==> src/rtl/tmu2_pkg.sv <==
// Shared types and constants for the TMU2 horizontal interpolator controller.
// Holds the FSM encoding, datapath widths and the per-channel delta helper.
package tmu2_pkg;

    localparam int XW        = 12;
    localparam int CW        = 18;
    localparam int QW        = 17;
    localparam int DIV_ITERS = 17;

    typedef enum logic [2:0] {
        IDLE,
        DIV_U,
        DIV_V,
        LOAD,
        EMIT
    } state_t;

    typedef struct packed {
        logic          pos;
        logic [QW-1:0] mag;
    } delta_t;

    // Direction and saturated magnitude of c1-c0, done in CW+1 bits.
    function automatic delta_t chan_delta(
        input logic signed [CW-1:0] c0,
        input logic signed [CW-1:0] c1
    );
        logic signed [CW:0] d;
        logic        [CW:0] a;
        delta_t             res;
        d       = {c1[CW-1], c1} - {c0[CW-1], c0};
        a       = d[CW] ? $unsigned(-d) : $unsigned(d);
        res.pos = ~d[CW];
        res.mag = (|a[CW:QW]) ? {QW{1'b1}} : a[QW-1:0];
        return res;
    endfunction

endpackage

==> src/rtl/tmu2_hinterp_ctl_if.sv <==
// Span-in / point-out bundle for tmu2_hinterp_ctl, plus interpolator control.
// master: span source, point sink and interpolator pair; slave: the controller.
interface tmu2_hinterp_ctl_if;
    import tmu2_pkg::*;

    logic                 pipe_stb_i;
    logic                 pipe_ack_o;
    logic signed [XW-1:0] x0;
    logic signed [XW-1:0] x1;
    logic signed [XW-1:0] y;
    logic signed [CW-1:0] u0;
    logic signed [CW-1:0] u1;
    logic signed [CW-1:0] v0;
    logic signed [CW-1:0] v1;
    logic                 busy;
    logic                 load;
    logic                 next_point;
    logic signed [CW-1:0] init_u;
    logic signed [CW-1:0] init_v;
    logic                 positive_u;
    logic                 positive_v;
    logic        [QW-1:0] q_u;
    logic        [QW-1:0] r_u;
    logic        [QW-1:0] q_v;
    logic        [QW-1:0] r_v;
    logic        [QW-1:0] divisor;
    logic signed [CW-1:0] u_i;
    logic signed [CW-1:0] v_i;
    logic                 pipe_stb_o;
    logic                 pipe_ack_i;
    logic signed [XW-1:0] x_o;
    logic signed [XW-1:0] y_o;
    logic signed [CW-1:0] u_o;
    logic signed [CW-1:0] v_o;

    modport master (
        output pipe_stb_i, x0, x1, y, u0, u1, v0, v1,
        output u_i, v_i, pipe_ack_i,
        input  pipe_ack_o, busy, load, next_point,
        input  init_u, init_v, positive_u, positive_v,
        input  q_u, r_u, q_v, r_v, divisor,
        input  pipe_stb_o, x_o, y_o, u_o, v_o
    );

    modport slave (
        input  pipe_stb_i, x0, x1, y, u0, u1, v0, v1,
        input  u_i, v_i, pipe_ack_i,
        output pipe_ack_o, busy, load, next_point,
        output init_u, init_v, positive_u, positive_v,
        output q_u, r_u, q_v, r_v, divisor,
        output pipe_stb_o, x_o, y_o, u_o, v_o
    );

endinterface

==> src/rtl/tmu2_hinterp_ctl_serdiv.sv <==
// tmu2_serdiv17: restoring serial divider, MSB first, one quotient bit per cycle.
// Ports: start/dividend/divisor in; done pulse with q/r valid in the same cycle.
module tmu2_serdiv17
    import tmu2_pkg::*;
(
    input  logic          sys_clk,
    input  logic          sys_rst_n,
    input  logic          start,
    input  logic [QW-1:0] dividend,
    input  logic [XW-1:0] divisor,
    output logic          done,
    output logic [QW-1:0] q,
    output logic [QW-1:0] r
);

    logic [QW-1:0] quo;
    logic [XW-1:0] rem;
    logic [XW-1:0] dsr;
    logic [4:0]    cnt;
    logic [XW:0]   trial;
    logic          fits;
    logic [XW-1:0] rem_nx;
    logic [QW-1:0] quo_nx;

    // rem < divisor always holds, so the shifted trial fits in XW+1 bits.
    always_comb begin
        trial  = {rem, quo[QW-1]};
        fits   = trial >= {1'b0, dsr};
        rem_nx = fits ? XW'(trial - {1'b0, dsr}) : trial[XW-1:0];
        quo_nx = {quo[QW-2:0], fits};
    end

    // The last iteration is presented combinationally with done.
    assign done = (cnt == 5'd1);
    assign q    = quo_nx;
    assign r    = {{(QW-XW){1'b0}}, rem_nx};

    always_ff @(posedge sys_clk or negedge sys_rst_n) begin
        if (!sys_rst_n) begin
            quo <= '0;
            rem <= '0;
            dsr <= '0;
            cnt <= '0;
        end else if (start) begin
            quo <= dividend;
            rem <= '0;
            dsr <= divisor;
            cnt <= 5'(DIV_ITERS);
        end else if (cnt != 5'd0) begin
            quo <= quo_nx;
            rem <= rem_nx;
            cnt <= cnt - 5'd1;
        end
    end

endmodule

==> src/rtl/tmu2_hinterp_ctl.sv <==
// Span sequencer for a u/v pair of tmu2_geninterp18 interpolators.
// Ports: sys_clk, sys_rst_n, and bus (slave side of tmu2_hinterp_ctl_if).
module tmu2_hinterp_ctl
    import tmu2_pkg::*;
(
    input  logic               sys_clk,
    input  logic               sys_rst_n,
    tmu2_hinterp_ctl_if.slave  bus
);

    state_t        state;
    state_t        state_nx;
    logic [XW-1:0] k;
    logic [XW-1:0] n_r;
    logic [XW-1:0] x0_r;
    logic [XW-1:0] y_r;
    logic [QW-1:0] m_v_r;
    logic [XW-1:0] n_in;
    logic          accept;
    logic          last;
    delta_t        du;
    delta_t        dv;
    logic          div_start;
    logic          div_done;
    logic [QW-1:0] div_q;
    logic [QW-1:0] div_r;
    logic [QW-1:0] div_dvd;
    logic [XW-1:0] div_dsr;

    assign n_in   = bus.x1 - bus.x0;
    assign du     = chan_delta(bus.u0, bus.u1);
    assign dv     = chan_delta(bus.v0, bus.v1);
    assign accept = (state == IDLE) && bus.pipe_stb_i;
    assign last   = (k == n_r);

    // u is divided straight from the span inputs at capture time;
    // v reuses the divider from its latched magnitude.
    assign div_start = (accept && (n_in != '0))
                     || ((state == DIV_U) && div_done);
    assign div_dvd   = (state == IDLE) ? du.mag : m_v_r;
    assign div_dsr   = (state == IDLE) ? n_in : n_r;

    tmu2_serdiv17 u_div (
        .sys_clk   (sys_clk),
        .sys_rst_n (sys_rst_n),
        .start     (div_start),
        .dividend  (div_dvd),
        .divisor   (div_dsr),
        .done      (div_done),
        .q         (div_q),
        .r         (div_r)
    );

    always_comb begin
        state_nx       = state;
        bus.pipe_ack_o = 1'b0;
        bus.busy       = 1'b1;
        bus.load       = 1'b0;
        bus.next_point = 1'b0;
        bus.pipe_stb_o = 1'b0;
        unique case (state)
            IDLE: begin
                bus.pipe_ack_o = 1'b1;
                bus.busy       = 1'b0;
                if (bus.pipe_stb_i)
                    state_nx = (n_in != '0) ? DIV_U : LOAD;
            end
            DIV_U: if (div_done) state_nx = DIV_V;
            DIV_V: if (div_done) state_nx = LOAD;
            LOAD: begin
                bus.load = 1'b1;
                state_nx = EMIT;
            end
            EMIT: begin
                bus.pipe_stb_o = 1'b1;
                if (bus.pipe_ack_i) begin
                    if (last) state_nx = IDLE;
                    else bus.next_point = 1'b1;
                end
            end
            default: state_nx = IDLE;
        endcase
    end

    always_ff @(posedge sys_clk or negedge sys_rst_n) begin
        if (!sys_rst_n) begin
            state          <= IDLE;
            k              <= '0;
            n_r            <= '0;
            x0_r           <= '0;
            y_r            <= '0;
            m_v_r          <= '0;
            bus.init_u     <= '0;
            bus.init_v     <= '0;
            bus.positive_u <= 1'b0;
            bus.positive_v <= 1'b0;
            bus.q_u        <= '0;
            bus.r_u        <= '0;
            bus.q_v        <= '0;
            bus.r_v        <= '0;
            bus.divisor    <= '0;
        end else begin
            state <= state_nx;
            if (accept) begin
                x0_r           <= bus.x0;
                y_r            <= bus.y;
                n_r            <= n_in;
                m_v_r          <= dv.mag;
                bus.init_u     <= bus.u0;
                bus.init_v     <= bus.v0;
                bus.positive_u <= du.pos;
                bus.positive_v <= dv.pos;
                bus.q_u        <= '0;
                bus.r_u        <= '0;
                bus.q_v        <= '0;
                bus.r_v        <= '0;
                bus.divisor    <= (n_in == '0) ? QW'(1) : QW'(n_in);
            end
            if ((state == DIV_U) && div_done) begin
                bus.q_u <= div_q;
                bus.r_u <= div_r;
            end
            if ((state == DIV_V) && div_done) begin
                bus.q_v <= div_q;
                bus.r_v <= div_r;
            end
            if (state == LOAD)
                k <= '0;
            else if (bus.next_point)
                k <= k + XW'(1);
        end
    end

    assign bus.x_o = x0_r + k;
    assign bus.y_o = y_r;
    assign bus.u_o = bus.u_i;
    assign bus.v_o = bus.v_i;

endmodule

==> src/flat_wrapper.sv <==
// flat-port wrapper written by rule: the top's interface ports become plain ports
module tmu2_hinterp_ctl_flat import tmu2_pkg::*;
  (sys_clk, sys_rst_n, bus_pipe_stb_i, bus_x0, bus_x1, bus_y, bus_u0, bus_u1, bus_v0, bus_v1, bus_u_i, bus_v_i, bus_pipe_ack_i, bus_pipe_ack_o, bus_busy, bus_load, bus_next_point, bus_init_u, bus_init_v, bus_positive_u, bus_positive_v, bus_q_u, bus_r_u, bus_q_v, bus_r_v, bus_divisor, bus_pipe_stb_o, bus_x_o, bus_y_o, bus_u_o, bus_v_o);
  tmu2_hinterp_ctl_if bus_i ();
  input  logic sys_clk;
  input  logic sys_rst_n;
  input wire logic [$bits(bus_i.pipe_stb_i)-1:0] bus_pipe_stb_i;
  input wire logic [$bits(bus_i.x0)-1:0] bus_x0;
  input wire logic [$bits(bus_i.x1)-1:0] bus_x1;
  input wire logic [$bits(bus_i.y)-1:0] bus_y;
  input wire logic [$bits(bus_i.u0)-1:0] bus_u0;
  input wire logic [$bits(bus_i.u1)-1:0] bus_u1;
  input wire logic [$bits(bus_i.v0)-1:0] bus_v0;
  input wire logic [$bits(bus_i.v1)-1:0] bus_v1;
  input wire logic [$bits(bus_i.u_i)-1:0] bus_u_i;
  input wire logic [$bits(bus_i.v_i)-1:0] bus_v_i;
  input wire logic [$bits(bus_i.pipe_ack_i)-1:0] bus_pipe_ack_i;
  output wire logic [$bits(bus_i.pipe_ack_o)-1:0] bus_pipe_ack_o;
  output wire logic [$bits(bus_i.busy)-1:0] bus_busy;
  output wire logic [$bits(bus_i.load)-1:0] bus_load;
  output wire logic [$bits(bus_i.next_point)-1:0] bus_next_point;
  output wire logic [$bits(bus_i.init_u)-1:0] bus_init_u;
  output wire logic [$bits(bus_i.init_v)-1:0] bus_init_v;
  output wire logic [$bits(bus_i.positive_u)-1:0] bus_positive_u;
  output wire logic [$bits(bus_i.positive_v)-1:0] bus_positive_v;
  output wire logic [$bits(bus_i.q_u)-1:0] bus_q_u;
  output wire logic [$bits(bus_i.r_u)-1:0] bus_r_u;
  output wire logic [$bits(bus_i.q_v)-1:0] bus_q_v;
  output wire logic [$bits(bus_i.r_v)-1:0] bus_r_v;
  output wire logic [$bits(bus_i.divisor)-1:0] bus_divisor;
  output wire logic [$bits(bus_i.pipe_stb_o)-1:0] bus_pipe_stb_o;
  output wire logic [$bits(bus_i.x_o)-1:0] bus_x_o;
  output wire logic [$bits(bus_i.y_o)-1:0] bus_y_o;
  output wire logic [$bits(bus_i.u_o)-1:0] bus_u_o;
  output wire logic [$bits(bus_i.v_o)-1:0] bus_v_o;
  assign bus_i.pipe_stb_i = bus_pipe_stb_i;
  assign bus_i.x0 = bus_x0;
  assign bus_i.x1 = bus_x1;
  assign bus_i.y = bus_y;
  assign bus_i.u0 = bus_u0;
  assign bus_i.u1 = bus_u1;
  assign bus_i.v0 = bus_v0;
  assign bus_i.v1 = bus_v1;
  assign bus_i.u_i = bus_u_i;
  assign bus_i.v_i = bus_v_i;
  assign bus_i.pipe_ack_i = bus_pipe_ack_i;
  assign bus_pipe_ack_o = bus_i.pipe_ack_o;
  assign bus_busy = bus_i.busy;
  assign bus_load = bus_i.load;
  assign bus_next_point = bus_i.next_point;
  assign bus_init_u = bus_i.init_u;
  assign bus_init_v = bus_i.init_v;
  assign bus_positive_u = bus_i.positive_u;
  assign bus_positive_v = bus_i.positive_v;
  assign bus_q_u = bus_i.q_u;
  assign bus_r_u = bus_i.r_u;
  assign bus_q_v = bus_i.q_v;
  assign bus_r_v = bus_i.r_v;
  assign bus_divisor = bus_i.divisor;
  assign bus_pipe_stb_o = bus_i.pipe_stb_o;
  assign bus_x_o = bus_i.x_o;
  assign bus_y_o = bus_i.y_o;
  assign bus_u_o = bus_i.u_o;
  assign bus_v_o = bus_i.v_o;
  tmu2_hinterp_ctl u_core (.sys_clk(sys_clk), .sys_rst_n(sys_rst_n), .bus(bus_i));
endmodule
==> config.mk <==
export PLATFORM = sky130hd
export DESIGN_NAME = tmu2_hinterp_ctl_flat
export DESIGN_NICKNAME = d
export VERILOG_FILES = /design/src/rtl/tmu2_pkg.sv /design/src/rtl/tmu2_hinterp_ctl_if.sv /design/src/rtl/tmu2_hinterp_ctl_serdiv.sv /design/src/rtl/tmu2_hinterp_ctl.sv /design/src/flat_wrapper.sv
export SDC_FILE = /design/constraint.sdc
export NUM_CORES = 1
export LEC_CHECK = 0
export ABC_CLOCK_PERIOD_IN_PS = 6500
export CORE_MARGIN = 4
export CORE_UTILIZATION = 40
export CTS_BUF_LIST = sky130_fd_sc_hd__clkbuf_16
export CTS_CLUSTER_DIAMETER = 30
export DETAILED_ROUTE_END_ITERATION = 8
export DONT_BUFFER_PORTS = 1
export PLACE_DENSITY = 0.52
export SLEW_MARGIN = 20
export SYNTH_ARGS = -nofsm -noshare
export SYNTH_HDL_FRONTEND = slang
export SYNTH_SLANG_ARGS = --single-unit
==> constraint.sdc <==
create_clock -name sys_clk -period 6.5 [get_ports sys_clk]
set_clock_uncertainty 0.15 [all_clocks]
set_input_delay 1.3 -clock sys_clk [delete_from_list [all_inputs] [get_ports sys_clk]]
set_output_delay 1.3 -clock sys_clk [all_outputs]
set_load 0.005 [all_outputs]
==> run summary, run 1 <==
The routed length per instance is 18.7 um. CTS placed an instance of sky130_fd_sc_hd__clkbuf_16 at the clock tree root. The number of antenna diodes is 0. The clock reaches the later pin of the worst-skew pair after 0.58 ns. The fraction of the yosys area taken by sequential cells came out at 39.7%.

The final worst-path cycle share came out at 73.1%. The number of I/O pins is 336. The post-detailed-route DRC marker count came out at 0. The number of standard cells in the layout, taps in and fillers out came out at 2064. The max-slew headroom at the worst pin is 30.7%. The leakage component of the power came out at 7.57 nW. The layout net count came out at 1790. STA classifies the critical path endpoint as an output pin. The storage element area came out at 5560 um^2. The region available for standard cell placement spans 34500 um^2.

Counting every instance in the synthesized netlist gives 1599. In this run the post-CTS setup repair buffer count came out at 0. The die boundary height is 195 um. Across the run, the number of max-cap violations was 0.

The post-synthesis instance area came out at 14000 um^2. The clock slew seen by the registers of the worst setup and hold paths came out at 0.04 ns. The total setup violations reported at the end of the flow is 0.

The run finished with clean final reports. TritonCTS built the clock tree. Dividing the synthesized area by the synthesized cell count gives 8.75 um^2.

The first global-routing pass estimated 61.6 mm of wire. Of all flip-flops after synthesis, the portion carrying an async set or reset was 100%. The buffer levels on the longest clock path is 3. The post-synthesis cell type count is 84. The number of design-rule violations left by the first detailed-router iteration came out at 556. In this run the core area contains 68 standard-cell rows.

The count of yosys warnings during synthesis came out at 0. The average via count per standard cell is 5.30. The number of instances resized during post-cts repair came out at 0. The total die area is 38000 um^2. Across every metal layer, demand over resource in global routing totals 19.7%. The sum of overflow across all layers after global routing is 0. The number of hold buffers added after cts came out at 0. The critical-path maximum fanout came out at 5.

The post-route minimum period is 4.75 ns. The combined area of the multi-input logic cells came out at 7460 um^2. The total cell area at the placement stage is 14000 um^2. The synthesized design contains 222 register bits. The layout cell share with drive strength beyond 1 came out at 9.07%. For this configuration, the core starts out at a cell density of 40.5%. The die is 195 um wide.

The post-route cell area came out at 16100 um^2. The hold violation total from the final report was 0. At the pin with the least slew margin, the transition time is 1.04 ns.

The worst setup path is launched from a flop. The detailed-placement wirelength estimate came out at 27.9 mm. The routability congestion estimate from global placement came out at 0.853. The maximum operating frequency is 0.210 GHz. Setup repair after global routing left no endpoint under its margin.

Counting every sink on the clock net gives 222. The kind of path behind the tightest hold check is primary input to asynchronous set/reset pin. The number of fill cells is 3402. The via count is 10900.

The number of nets with antenna violations after routing came out at 0. The area growth from synthesis to layout is 15.2%. The number of antenna violations at the first check in global routing came out at 0. The cell count after placement came out at 1957. The arrival time of the worst setup path came out at 3.30 ns.

The largest net degree at the start of global routing is 223. The peak ir drop on the vdd network came out at 0.000270 V. The number of search-and-repair iterations in the first detailed-routing pass came out at 5.

The final hold slack came out at 0.274 ns. Counting flops with a built-in enable in the synthesized netlist gives 0. For this design the ratio of total power to cell area is 503 nW/um^2. The number of global-route vias before repair came to 11100. The final layout contains routed wiring with a total length of 38.5 mm. The worst setup path is of the flop to output pin kind. The most common flop cell mapped by yosys is sky130_fd_sc_hd__dfrtp_1.

The number of pins with negative max-slew slack in the final report is 0. The CTS H-tree depth came out at 2. During placement, the flow inserted port buffers numbering 0. The final setup TNS is 0 ns. The data required time of the critical path is 5.05 ns. The total clock buffers created by CTS is 57.
-- flip-flops by register name, summed over array words and instances, names as in the netlist, 17 cells and up --
| signal | count |
|---|---|
| u_core.u_div.quo | 17 |
| u_core.bus.init_v | 18 |
| u_core.bus.q_v | 17 |
| u_core.m_v_r | 17 |
| u_core.bus.q_u | 17 |
| u_core.bus.init_u | 18 |
-- cell usage in the layout, fill, tap and decap left out, drive strengths merged, types with 9 or more instances in the layout --
master  instances
nor2b          10
nand3          79
inv           103
nor4           11
nand2         245
nor3           44
a21oi          70
bufinv         15
nor2          119
ha             76
and2            9
dfrtp         222
conb           15
mux2i          31
buf            12
a211oi         23
clkinv         21
or3            10
and3           12
a221oi         16
o21a           17
xnor2          66
a21o           24
a31oi          29
xor2           31
nand4          11
o21ai         127
clkbuf         59
-- path summary, 6_finish.rpt --
check | start | endpoint | slack [ns] | cells past startpoint
worst min-delay path | sys_rst_n | u_core.bus.r_u[1] | 0.27 | 0
worst min register to register | u_core.x0_r[5] | u_core.x0_r[5] | 0.33 | 2
worst max-delay path | u_core.k[0] | bus_x_o[10] | 1.75 | 13
worst max register to register | u_core.u_div.rem[0] | u_core.bus.r_u[3] | 3.01 | 11
min in group sys_clk | u_core.x0_r[5] | u_core.x0_r[5] | 0.33 | 2
max in group asynchronous | sys_rst_n | u_core.bus.y_o[6] | 5.48 | 0
-- routing by layer --
| layer | up-vias | global-route usage (%) | share of wire (%) |
|---|---|---|---|
| li1 | 5432 | - | - |
| met1 | 5200 | 25.4 | 44 |
| met2 | 248 | 32.0 | 47 |
| met3 | 68 | 5.66 | 5.6 |
| met4 | 0 | 6.80 | 2.9 |
| met5 | - | 0 | 0 |
-- per-stage QoR --
stage | power [mW] | util, % | setup slack, ns
6_report | 8.10 | 46.7 | 1.75
5_1_grt | 8.67 | 46.7 | 1.46
4_1_cts | 8.21 | 46.6 | 1.67
3_5_place_dp | 5.09 | 40.6 | 1.47
3_3_place_gp | 5.03 | 40.6 | 1.52
2_1_floorplan | 4.35 | - | 2.03
-- cell families after synthesis --
logic type,after synthesis,share of synthesized area [%]
and+or+nand+nor,579,19.0
AOI/OAI and AO/OA,368,17.7
DFF,222,39.7
buffers and inverters,219,7.67
xor gates and xnor gates,97,6.07
adders and majority gates,81,7.51
muxes,32,2.39
other,1,0.0268
-- cells in the mapped netlist (6+ instances only) --
cell	number	area share (%)
sky130_fd_sc_hd__inv_1	96	2.6
sky130_fd_sc_hd__mux2i_1	30	2.1
sky130_fd_sc_hd__o21ai_0	119	4.3
sky130_fd_sc_hd__a31oi_1	29	1.3
sky130_fd_sc_hd__a211oi_1	20	1.1
sky130_fd_sc_hd__nand4_1	11	0.49
sky130_fd_sc_hd__buf_2	9	0.32
sky130_fd_sc_hd__a221oi_2	10	1.1
sky130_fd_sc_hd__o21ai_1	6	0.21
sky130_fd_sc_hd__o21a_1	17	0.91
sky130_fd_sc_hd__nor2b_1	10	0.45
sky130_fd_sc_hd__clkbuf_1	52	1.4
sky130_fd_sc_hd__xor2_1	31	1.9
sky130_fd_sc_hd__nand3_1	78	2.8
sky130_fd_sc_hd__a21oi_1	67	2.4
sky130_fd_sc_hd__nor2_1	119	3.2
sky130_fd_sc_hd__buf_6	6	0.48
sky130_fd_sc_hd__a21o_1	24	1.3
sky130_fd_sc_hd__nor4_1	9	0.40
sky130_fd_sc_hd__o211ai_1	8	0.43
sky130_fd_sc_hd__buf_4	52	2.8
sky130_fd_sc_hd__and2_1	8	0.36
sky130_fd_sc_hd__nand2b_1	7	0.31
sky130_fd_sc_hd__dfrtp_1	222	40
sky130_fd_sc_hd__nor3_1	42	1.5
sky130_fd_sc_hd__nand2_1	244	6.5
sky130_fd_sc_hd__or3_1	10	0.45
sky130_fd_sc_hd__ha_1	76	6.8
sky130_fd_sc_hd__and3_1	11	0.49
sky130_fd_sc_hd__o31ai_1	6	0.32
sky130_fd_sc_hd__xnor2_1	66	4.1
-- where the power goes --
group          internal (mW)  total [mW]  switching, mW  leakage, nW
clock network           2.21        3.07          0.862         1.03
registers               1.93        2.41          0.482         2.76
logic                   1.05        2.62           1.58         3.78
total                   5.18        8.10           2.92         7.57
-- area by class of cell --
class / count / area share (%)
multi-input combinational: 1172 / 46.3
sequential: 222 / 34.5
clock buffer: 59 / 9.16
clock inverter: 48 / 3.79
tap: 455 / 3.53
inverter: 96 / 2.24
timing repair buffer: 12 / 0.559
-- worst max-delay path, cell delays in order, from the launching register on --
cell and delay (ns):
sky130_fd_sc_hd__dfrtp_1 0.51, sky130_fd_sc_hd__ha_1 0.25, sky130_fd_sc_hd__inv_1 0.06, sky130_fd_sc_hd__fa_1 0.40, sky130_fd_sc_hd__nor2b_1 0.12, sky130_fd_sc_hd__o21ai_0 0.11, sky130_fd_sc_hd__a21boi_0 0.26, sky130_fd_sc_hd__o21ai_0 0.14
sky130_fd_sc_hd__a21boi_0 0.26, sky130_fd_sc_hd__o21a_1 0.16, sky130_fd_sc_hd__o21ai_0 0.07, sky130_fd_sc_hd__nand2b_1 0.08, sky130_fd_sc_hd__a21oi_1 0.08, sky130_fd_sc_hd__xnor2_1 0.22
Power figures use the tool's default switching activity.
==> inputs of run 2 (changes only) <==
--- a/config.mk
+++ b/config.mk
@@ -5,7 +5,7 @@
 export SDC_FILE = /design/constraint.sdc
 export NUM_CORES = 1
 export LEC_CHECK = 0
-export ABC_CLOCK_PERIOD_IN_PS = 6500
+export ABC_CLOCK_PERIOD_IN_PS = 4500
 export CORE_MARGIN = 4
 export CORE_UTILIZATION = 40
 export CTS_BUF_LIST = sky130_fd_sc_hd__clkbuf_16
==> constraint.sdc (replaced) <==
create_clock -name sys_clk -period 4.5 [get_ports sys_clk]
set_clock_uncertainty 0.15 [all_clocks]
set_input_delay 0.9 -clock sys_clk [delete_from_list [all_inputs] [get_ports sys_clk]]
set_output_delay 0.9 -clock sys_clk [all_outputs]
set_load 0.005 [all_outputs]
==> run 2 against run 1 <==
Compared with the run above: the run now ends with negative hold slack left; global-route usage is essentially flat; first-iteration DRC count grew 3.6%; non-clock buffer count grew 11; die area is the same; utilization shrank 0.20 points; design area shrank 0.42%; clock power grew 29%; flip-flop and latch count is the same; cell count grew 0.53%; worst hold slack lost 0.41 ns; largest cell class unchanged; largest power group unchanged.
==> run summary, run 2 (same netlist as run 1, synthesis figures left out) <==
The number of fill cells came to 3412 (was 3402). The final hold slack is -0.136 ns (was 0.274 ns). Setup repair after global routing missed its margin: no (unchanged). The max-slew headroom at the worst pin came out at 29.9% (was 30.7%). The critical path endpoint category is an output pin (unchanged).

The CTS H-tree depth came out at 2 (unchanged). The wire length of the first global-routing pass came out at 61.4 mm (was 61.6 mm). The overall routed net length came out at 38.2 mm (was 38.5 mm).

The effective utilization at floorplan is 40.5% (unchanged). The checks that failed: negative hold slack. The area inside the core boundary came out at 34500 um^2 (unchanged). The routed length per instance came to 18.4 um (was 18.7 um). The data required time of the critical path came out at 3.45 ns (was 5.05 ns). The overall power of the completed layout came to 11.3 mW (was 8.10 mW). The clock latency reported for the late side of the worst-skew pair came to 0.59 ns (was 0.58 ns). The detailed-placement wirelength estimate is 28.0 mm (was 27.9 mm). The largest net degree at the start of global routing is 223 (unchanged). The number of pins with negative max-slew slack in the final report came to 0 (unchanged). The number of global-route vias before repair came to 10900 (was 11100). The clock sink count is 222 (unchanged). The actual transition at the worst max-transition pin came out at 1.05 ns (was 1.04 ns). Outcome: finished, violations left (was finished clean). The arrival time of the worst setup path came to 3.15 ns (was 3.30 ns). The combined area of the multi-input logic cells came to 7460 um^2 (unchanged). The flop-to-flop setup slack came out at 1.07 ns (was 3.01 ns).

The number of search-and-repair iterations in the first detailed-routing pass is 5 (unchanged). The most common library cell in the layout ignoring fill and taps is sky130_fd_sc_hd__nand2_1 (unchanged). The number of cell rows is 68 (unchanged).

The CTS root buffer is sky130_fd_sc_hd__clkbuf_16 (unchanged). The storage element area is 5560 um^2 (about the same). Top library cells by usage in the layout, fill and taps aside: sky130_fd_sc_hd__nand2_1, sky130_fd_sc_hd__dfrtp_1, sky130_fd_sc_hd__nor2_1 (was sky130_fd_sc_hd__nand2_1, sky130_fd_sc_hd__dfrtp_1, sky130_fd_sc_hd__nor2_1, sky130_fd_sc_hd__o21ai_0, sky130_fd_sc_hd__inv_1).

The areal power density over the cells came to 702 nW/um^2 (was 503 nW/um^2). The kind of path behind the tightest hold check is primary input to asynchronous set/reset pin (unchanged). The count of buffers added by post-CTS timing repair for setup came out at 0 (unchanged). The routed length on met1 is 16.8 mm (was 17.0 mm). Based on the critical path, the design can be clocked at up to 0.238 GHz. The layout cell share with drive strength beyond 1 came out at 9.57% (was 9.07%). The type of element launching the critical path is a flop (unchanged).

The number of I/O pins was 336 (unchanged). The critical-path maximum fanout is 5 (unchanged). The routability congestion estimate from global placement came to 0.831 (was 0.853).

The post-route minimum period is 4.20 ns. The post-detailed-route DRC marker count is 0 (unchanged). The number of violations of the max-capacitance limit is 0 (unchanged). The die boundary height came out at 195 um (unchanged). The final worst-path cycle share is 93.4%. The average via count per standard cell is 5.33 (was 5.30). The met2 wire length is 18.1 mm (was 18.2 mm). The total die area came to 38000 um^2 (unchanged).

The clock slew seen by the registers of the worst setup and hold paths came out at 0.04 ns (about the same). The via count is 11100 (was 10900). The hold violation total from the final report is 222 (was 0). Registers with the highest flip-flop counts: u_core.bus.init_u (18), u_core.bus.init_v (18) (unchanged). The number of antenna violations at the first check in global routing came to 0 (unchanged). The clock tree from TritonCTS is done (unchanged). The total setup violations reported at the end of the flow came to 0 (unchanged). The number of design-rule violations left by the first detailed-router iteration is 576 (was 556). The synthesis-to-finish area growth came out at 14.7% (was 15.2%). The buffer levels on the longest clock path came out at 3 (unchanged). The overall routing resource usage came out at 19.7% (about the same).

The number of nets with antenna violations after routing is 0 (unchanged). The highest routed metal layer is met4 (unchanged). The met3 wire length is 2.30 mm (was 2.16 mm). The final setup TNS came out at 0 ns (unchanged). The layout net count came out at 1803 (was 1790).

The peak ir drop on the vdd network came out at 0.000347 V (was 0.000270 V). The port buffer count is 0 (unchanged). The total cell area at the placement stage came to 14100 um^2 (was 14000 um^2). The post-route cell area came to 16100 um^2 (about the same). The total clock buffers created by CTS is 59 (was 57). The leakage component of the power came out at 7.54 nW (was 7.57 nW). The type of the worst setup path is flop to output pin (unchanged). The width of the die came out at 195 um (unchanged). The sum of overflow across all layers after global routing came to 0 (unchanged).
==> run 2: cell type report <==
cell class	instances	share of cell area (%)
Timing Repair Buffer	23	1.31
Inverter	96	2.24
Clock buffer	60	9.35
Tap cell	455	3.55
Multi-Input combinational cell	1172	46.5
Sequential cell	222	34.6
Antenna cell	1	0.0156
Clock inverter	46	2.46
==> run 2: path summary, 6_finish.rpt <==
| check | endpoint | cells past startpoint | from |
|---|---|---|---|
| setup / recovery | bus_x_o[10] | 13 | u_core.k[0] |
| hold reg to reg | u_core.x0_r[0] | 2 | u_core.x0_r[0] |
| max in group asynchronous | u_core.bus.init_v[14] | 0 | sys_rst_n |
| setup reg to reg | u_core.u_div.rem[3] | 11 | u_core.u_div.rem[0] |
| min in group sys_clk | u_core.bus.y_o[1] | 2 | bus_y[1] |
| hold / removal | u_core.bus.r_u[3] | 0 | sys_rst_n |
==> run 2: power by group <==
group | switching (mW) | internal, mW | leakage [nW]
logic | 2.26 | 1.56 | 3.84
registers | 0.706 | 2.79 | 2.76
clock network | 1.25 | 2.71 | 0.944
==> run 2: per-layer routing <==
layer	vias up	GRT usage, %
met1	5206	25.7
li1	5478	-
met4	0	6.26
met3	85	5.43
met5	-	0
met2	287	31.9
==> run 2: timing repair <==
item / in CTS / in global routing
hold endpoints to repair: 222 / 222
gates resized for setup: 0 / 3
setup endpoints to repair: 0 / 1
==> run 2: worst max-delay path, cell delays in order (launching register included) <==
cell and delay (ns):
sky130_fd_sc_hd__dfrtp_2 0.45, sky130_fd_sc_hd__ha_1 0.21, sky130_fd_sc_hd__inv_1 0.06, sky130_fd_sc_hd__fa_1 0.41, sky130_fd_sc_hd__nor2b_1 0.12, sky130_fd_sc_hd__o21ai_0 0.11
sky130_fd_sc_hd__a21boi_0 0.26, sky130_fd_sc_hd__o21ai_1 0.13, sky130_fd_sc_hd__a21boi_1 0.20, sky130_fd_sc_hd__o21a_1 0.15, sky130_fd_sc_hd__o21ai_0 0.09, sky130_fd_sc_hd__nand2b_1 0.08
sky130_fd_sc_hd__a21oi_1 0.08, sky130_fd_sc_hd__xnor2_1 0.23
==> run 2: stage by stage <==
stage               worst slack [ns]  utilization [%]  hold WS, ns  cells
finish                         0.296             46.5       -0.136   2075
floorplan                      0.426                -        0.302   1613
global route                  0.0248             46.5       -0.175   2074
detailed placement             0.172             40.9        0.323   1968
global placement               0.289             40.9        0.315   1968
CTS                           0.0667             46.4       -0.178   2074
==> inputs of run 3 (changes only) <==
--- a/config.mk
+++ b/config.mk
@@ -5,14 +5,13 @@
 export SDC_FILE = /design/constraint.sdc
 export NUM_CORES = 1
 export LEC_CHECK = 0
-export ABC_CLOCK_PERIOD_IN_PS = 4500
-export CORE_MARGIN = 4
-export CORE_UTILIZATION = 40
+export CORE_MARGIN = 1.5
+export CORE_UTILIZATION = 24
 export CTS_BUF_LIST = sky130_fd_sc_hd__clkbuf_16
 export CTS_CLUSTER_DIAMETER = 30
 export DETAILED_ROUTE_END_ITERATION = 8
 export DONT_BUFFER_PORTS = 1
-export PLACE_DENSITY = 0.52
+export PLACE_DENSITY = 0.35
 export SLEW_MARGIN = 20
 export SYNTH_ARGS = -nofsm -noshare
 export SYNTH_HDL_FRONTEND = slang
==> run 3 against run 2 <==
Compared with the run above: the flow still finishes with violations (negative hold slack); utilization down 17 points; setup slack improved by 0.013 ns; clock power increased by 28%; first-iteration DRC count increased by 1.9%; critical path depth unchanged; via count up 2.2%; routed wire length rose by 18%; largest cell class unchanged.
==> run summary, run 3 (same netlist as run 1, synthesis figures left out) <==
The post-route minimum period is 4.19 ns (was 4.20 ns). The arrival time of the worst setup path is 3.14 ns (was 3.15 ns). The number of antenna diodes is 0 (was 1).

The overall routed net length is 45.0 mm (was 38.2 mm). The most common library cell in the layout ignoring fill and taps is sky130_fd_sc_hd__nand2_1 (unchanged). The die boundary height is 244 um (was 195 um). The clock sink count came out at 222 (unchanged). The max-slew headroom at the worst pin is 44.0% (was 29.9%). The sum of overflow across all layers after global routing is 0 (unchanged). The number of violations of the max-capacitance limit came to 0 (unchanged). The wire length of the first global-routing pass is 69.8 mm (was 61.4 mm). The area inside the core boundary is 57700 um^2 (was 34500 um^2). The port buffer count is 0 (unchanged).

The effective utilization at floorplan came to 24.3% (was 40.5%). The number of antenna violations at the first check in global routing came to 0 (unchanged). The total clock buffers created by CTS came out at 79 (was 59).

The layout net count is 1830 (was 1803). Top library cells by usage in the layout, fill and taps aside: sky130_fd_sc_hd__nand2_1, sky130_fd_sc_hd__dfrtp_1, sky130_fd_sc_hd__nor2_1, sky130_fd_sc_hd__o21ai_0, sky130_fd_sc_hd__inv_1 (was sky130_fd_sc_hd__nand2_1, sky130_fd_sc_hd__dfrtp_1, sky130_fd_sc_hd__nor2_1). The number of search-and-repair iterations in the first detailed-routing pass is 5 (unchanged). The final worst-path cycle share came out at 93.1% (was 93.4%). The clock slew seen by the registers of the worst setup and hold paths is 0.04 ns (about the same). The average via count per standard cell is 4.65 (was 5.33).

The overall routing resource usage came to 15.1% (was 19.7%). Outcome: finished, violations left (unchanged). The width of the die is 244 um (was 195 um). The detailed-placement wirelength estimate came out at 32.5 mm (was 28.0 mm). The critical path endpoint category was an output pin (unchanged). The total die area is 59800 um^2 (was 38000 um^2). The areal power density over the cells came out at 733 nW/um^2 (was 702 nW/um^2). The number of I/O pins came out at 336 (unchanged). The number of global-route vias before repair came out at 11400 (was 10900). The leakage component of the power came out at 7.93 nW (was 7.54 nW). The number of standard cells in the layout, taps in and fillers out came out at 2427 (was 2075). The number of cell rows came out at 88 (was 68).

The type of element launching the critical path is a flop (unchanged). The critical-path maximum fanout came to 2 (was 5). The peak ir drop on the vdd network is 0.000272 V (was 0.000347 V). The count of buffers added by post-CTS timing repair for setup came out at 0 (unchanged). The via count came out at 11300 (was 11100). The cell count after placement is 2285 (was 1968).

The maximum operating frequency was 0.239 GHz (was 0.238 GHz). The final setup TNS came to 0 ns (unchanged). The hold violation total from the final report is 221 (was 222). The type of the worst setup path is flop to output pin (unchanged).

The layout cell share with drive strength beyond 1 was 11.4% (was 9.57%). The startpoint of the most critical setup path is u_core.k[0] (unchanged). The kind of path behind the tightest hold check is primary input to asynchronous set/reset pin (unchanged). The routability congestion estimate from global placement is 0.794 (was 0.831). The buffer levels on the longest clock path is 3 (unchanged). The largest net degree at the start of global routing is 223 (unchanged). The logic depth of the worst register-to-register path came out at 12 (was 11). Violated checks: negative hold slack (unchanged). The beginning of the worst register-to-register path is u_core.u_div.rem[0] (unchanged). The critical path endpoint was bus_x_o[10] (unchanged). The number of fill cells is 6164 (was 3412). The number of design-rule violations left by the first detailed-router iteration is 587 (was 576).

The number of nets with antenna violations after routing came to 0 (unchanged). The clock latency reported for the late side of the worst-skew pair was 0.60 ns (was 0.59 ns). The synthesis-to-finish area growth was 22.2% (was 14.7%). The clock tree from TritonCTS is done (unchanged). The terminus of the critical flop-to-flop path was u_core.u_div.rem[4] (was u_core.u_div.rem[3]). The overall power of the completed layout is 12.5 mW (was 11.3 mW).

The CTS H-tree depth came out at 3 (was 2). The routed length per instance is 18.5 um (was 18.4 um). The final hold slack is -0.136 ns (about the same). The post-detailed-route DRC marker count is 0 (unchanged).

The total setup violations reported at the end of the flow is 0 (unchanged). The CTS root buffer is sky130_fd_sc_hd__clkbuf_16 (unchanged). The data required time of the critical path is 3.45 ns (about the same). The flop-to-flop setup slack came out at 0.95 ns (was 1.07 ns). The number of pins with negative max-slew slack in the final report was 0 (unchanged).

The actual transition at the worst max-transition pin came to 0.840 ns (was 1.05 ns). Setup repair after global routing missed its margin: no (unchanged). Registers with the highest flip-flop counts: u_core.bus.init_u (18), u_core.bus.init_v (18) (unchanged).
## run 3: through the flow
stage	cell area (um^2)	setup slack [ns]	util, %
finish	17100	0.309	29.6
global route	17100	0.0171	29.6
CTS	17100	0.192	29.6
floorplan	14000	0.426	-
detailed placement	14600	0.159	25.3
global placement	14600	0.255	25.3
## run 3: how the worst min path moves through the flow
stage / start / endpoint / slack [ns] / depth (start not counted)
6_report: sys_rst_n / u_core.bus.r_v[3] / -0.14 / 0
3_3_place_gp: u_core.x0_r[4] / u_core.x0_r[4] / 0.32 / 2
5_1_grt: sys_rst_n / u_core.bus.positive_u / -0.17 / 0
2_1_floorplan: u_core.x0_r[0] / u_core.x0_r[0] / 0.30 / 2
3_5_place_dp: u_core.x0_r[0] / u_core.x0_r[0] / 0.33 / 2
4_1_cts: sys_rst_n / u_core.bus.q_v[9] / -0.19 / 0
## run 3: report_power, final
group / switching (mW) / internal [mW]
Sequential: 0.711 / 2.79
Combinational: 2.38 / 1.60
Clock: 1.57 / 3.50
## run 3: what timing repair did
| item | in CTS | in global routing |
|---|---|---|
| gates resized for setup | 0 | 1 |
| endpoints found under the setup margin | 0 | 1 |
| endpoints found under the hold margin | 222 | 222 |
## run 3: critical path, cell delays in order, from the launching register on
cell	delay, ns
sky130_fd_sc_hd__dfrtp_1	0.38
sky130_fd_sc_hd__ha_1	0.18
sky130_fd_sc_hd__inv_1	0.06
sky130_fd_sc_hd__fa_1	0.40
sky130_fd_sc_hd__nor2b_1	0.13
sky130_fd_sc_hd__o21ai_0	0.10
sky130_fd_sc_hd__a21boi_0	0.24
sky130_fd_sc_hd__o21ai_0	0.14
sky130_fd_sc_hd__a21boi_0	0.28
sky130_fd_sc_hd__o21a_1	0.16
sky130_fd_sc_hd__o21ai_0	0.08
sky130_fd_sc_hd__nand2b_1	0.08
sky130_fd_sc_hd__a21oi_1	0.07
sky130_fd_sc_hd__xnor2_1	0.25
## run 3: routing by layer
| metal | GRT usage [%] | vias to the layer above | wire, um |
|---|---|---|---|
| met4 | 6.46 | 0 | 1370 |
| met2 | 22.9 | 296 | 19900 |
| li1 | - | 5552 | - |
| met1 | 19.9 | 5357 | 21000 |
| met3 | 4.39 | 92 | 2710 |
| met5 | 0 | - | 0 |
## run 3: cell type report
| cell class | count | area [um^2] | area share (%) |
|---|---|---|---|
| Sequential cell | 222 | 5560 | 32.5 |
| Clock inverter | 63 | 541 | 3.16 |
| Tap cell | 765 | 957 | 5.60 |
| Inverter | 96 | 360 | 2.11 |
| Clock buffer | 79 | 1980 | 11.6 |
| Timing Repair Buffer | 30 | 263 | 1.54 |
| Multi-Input combinational cell | 1172 | 7450 | 43.6 |
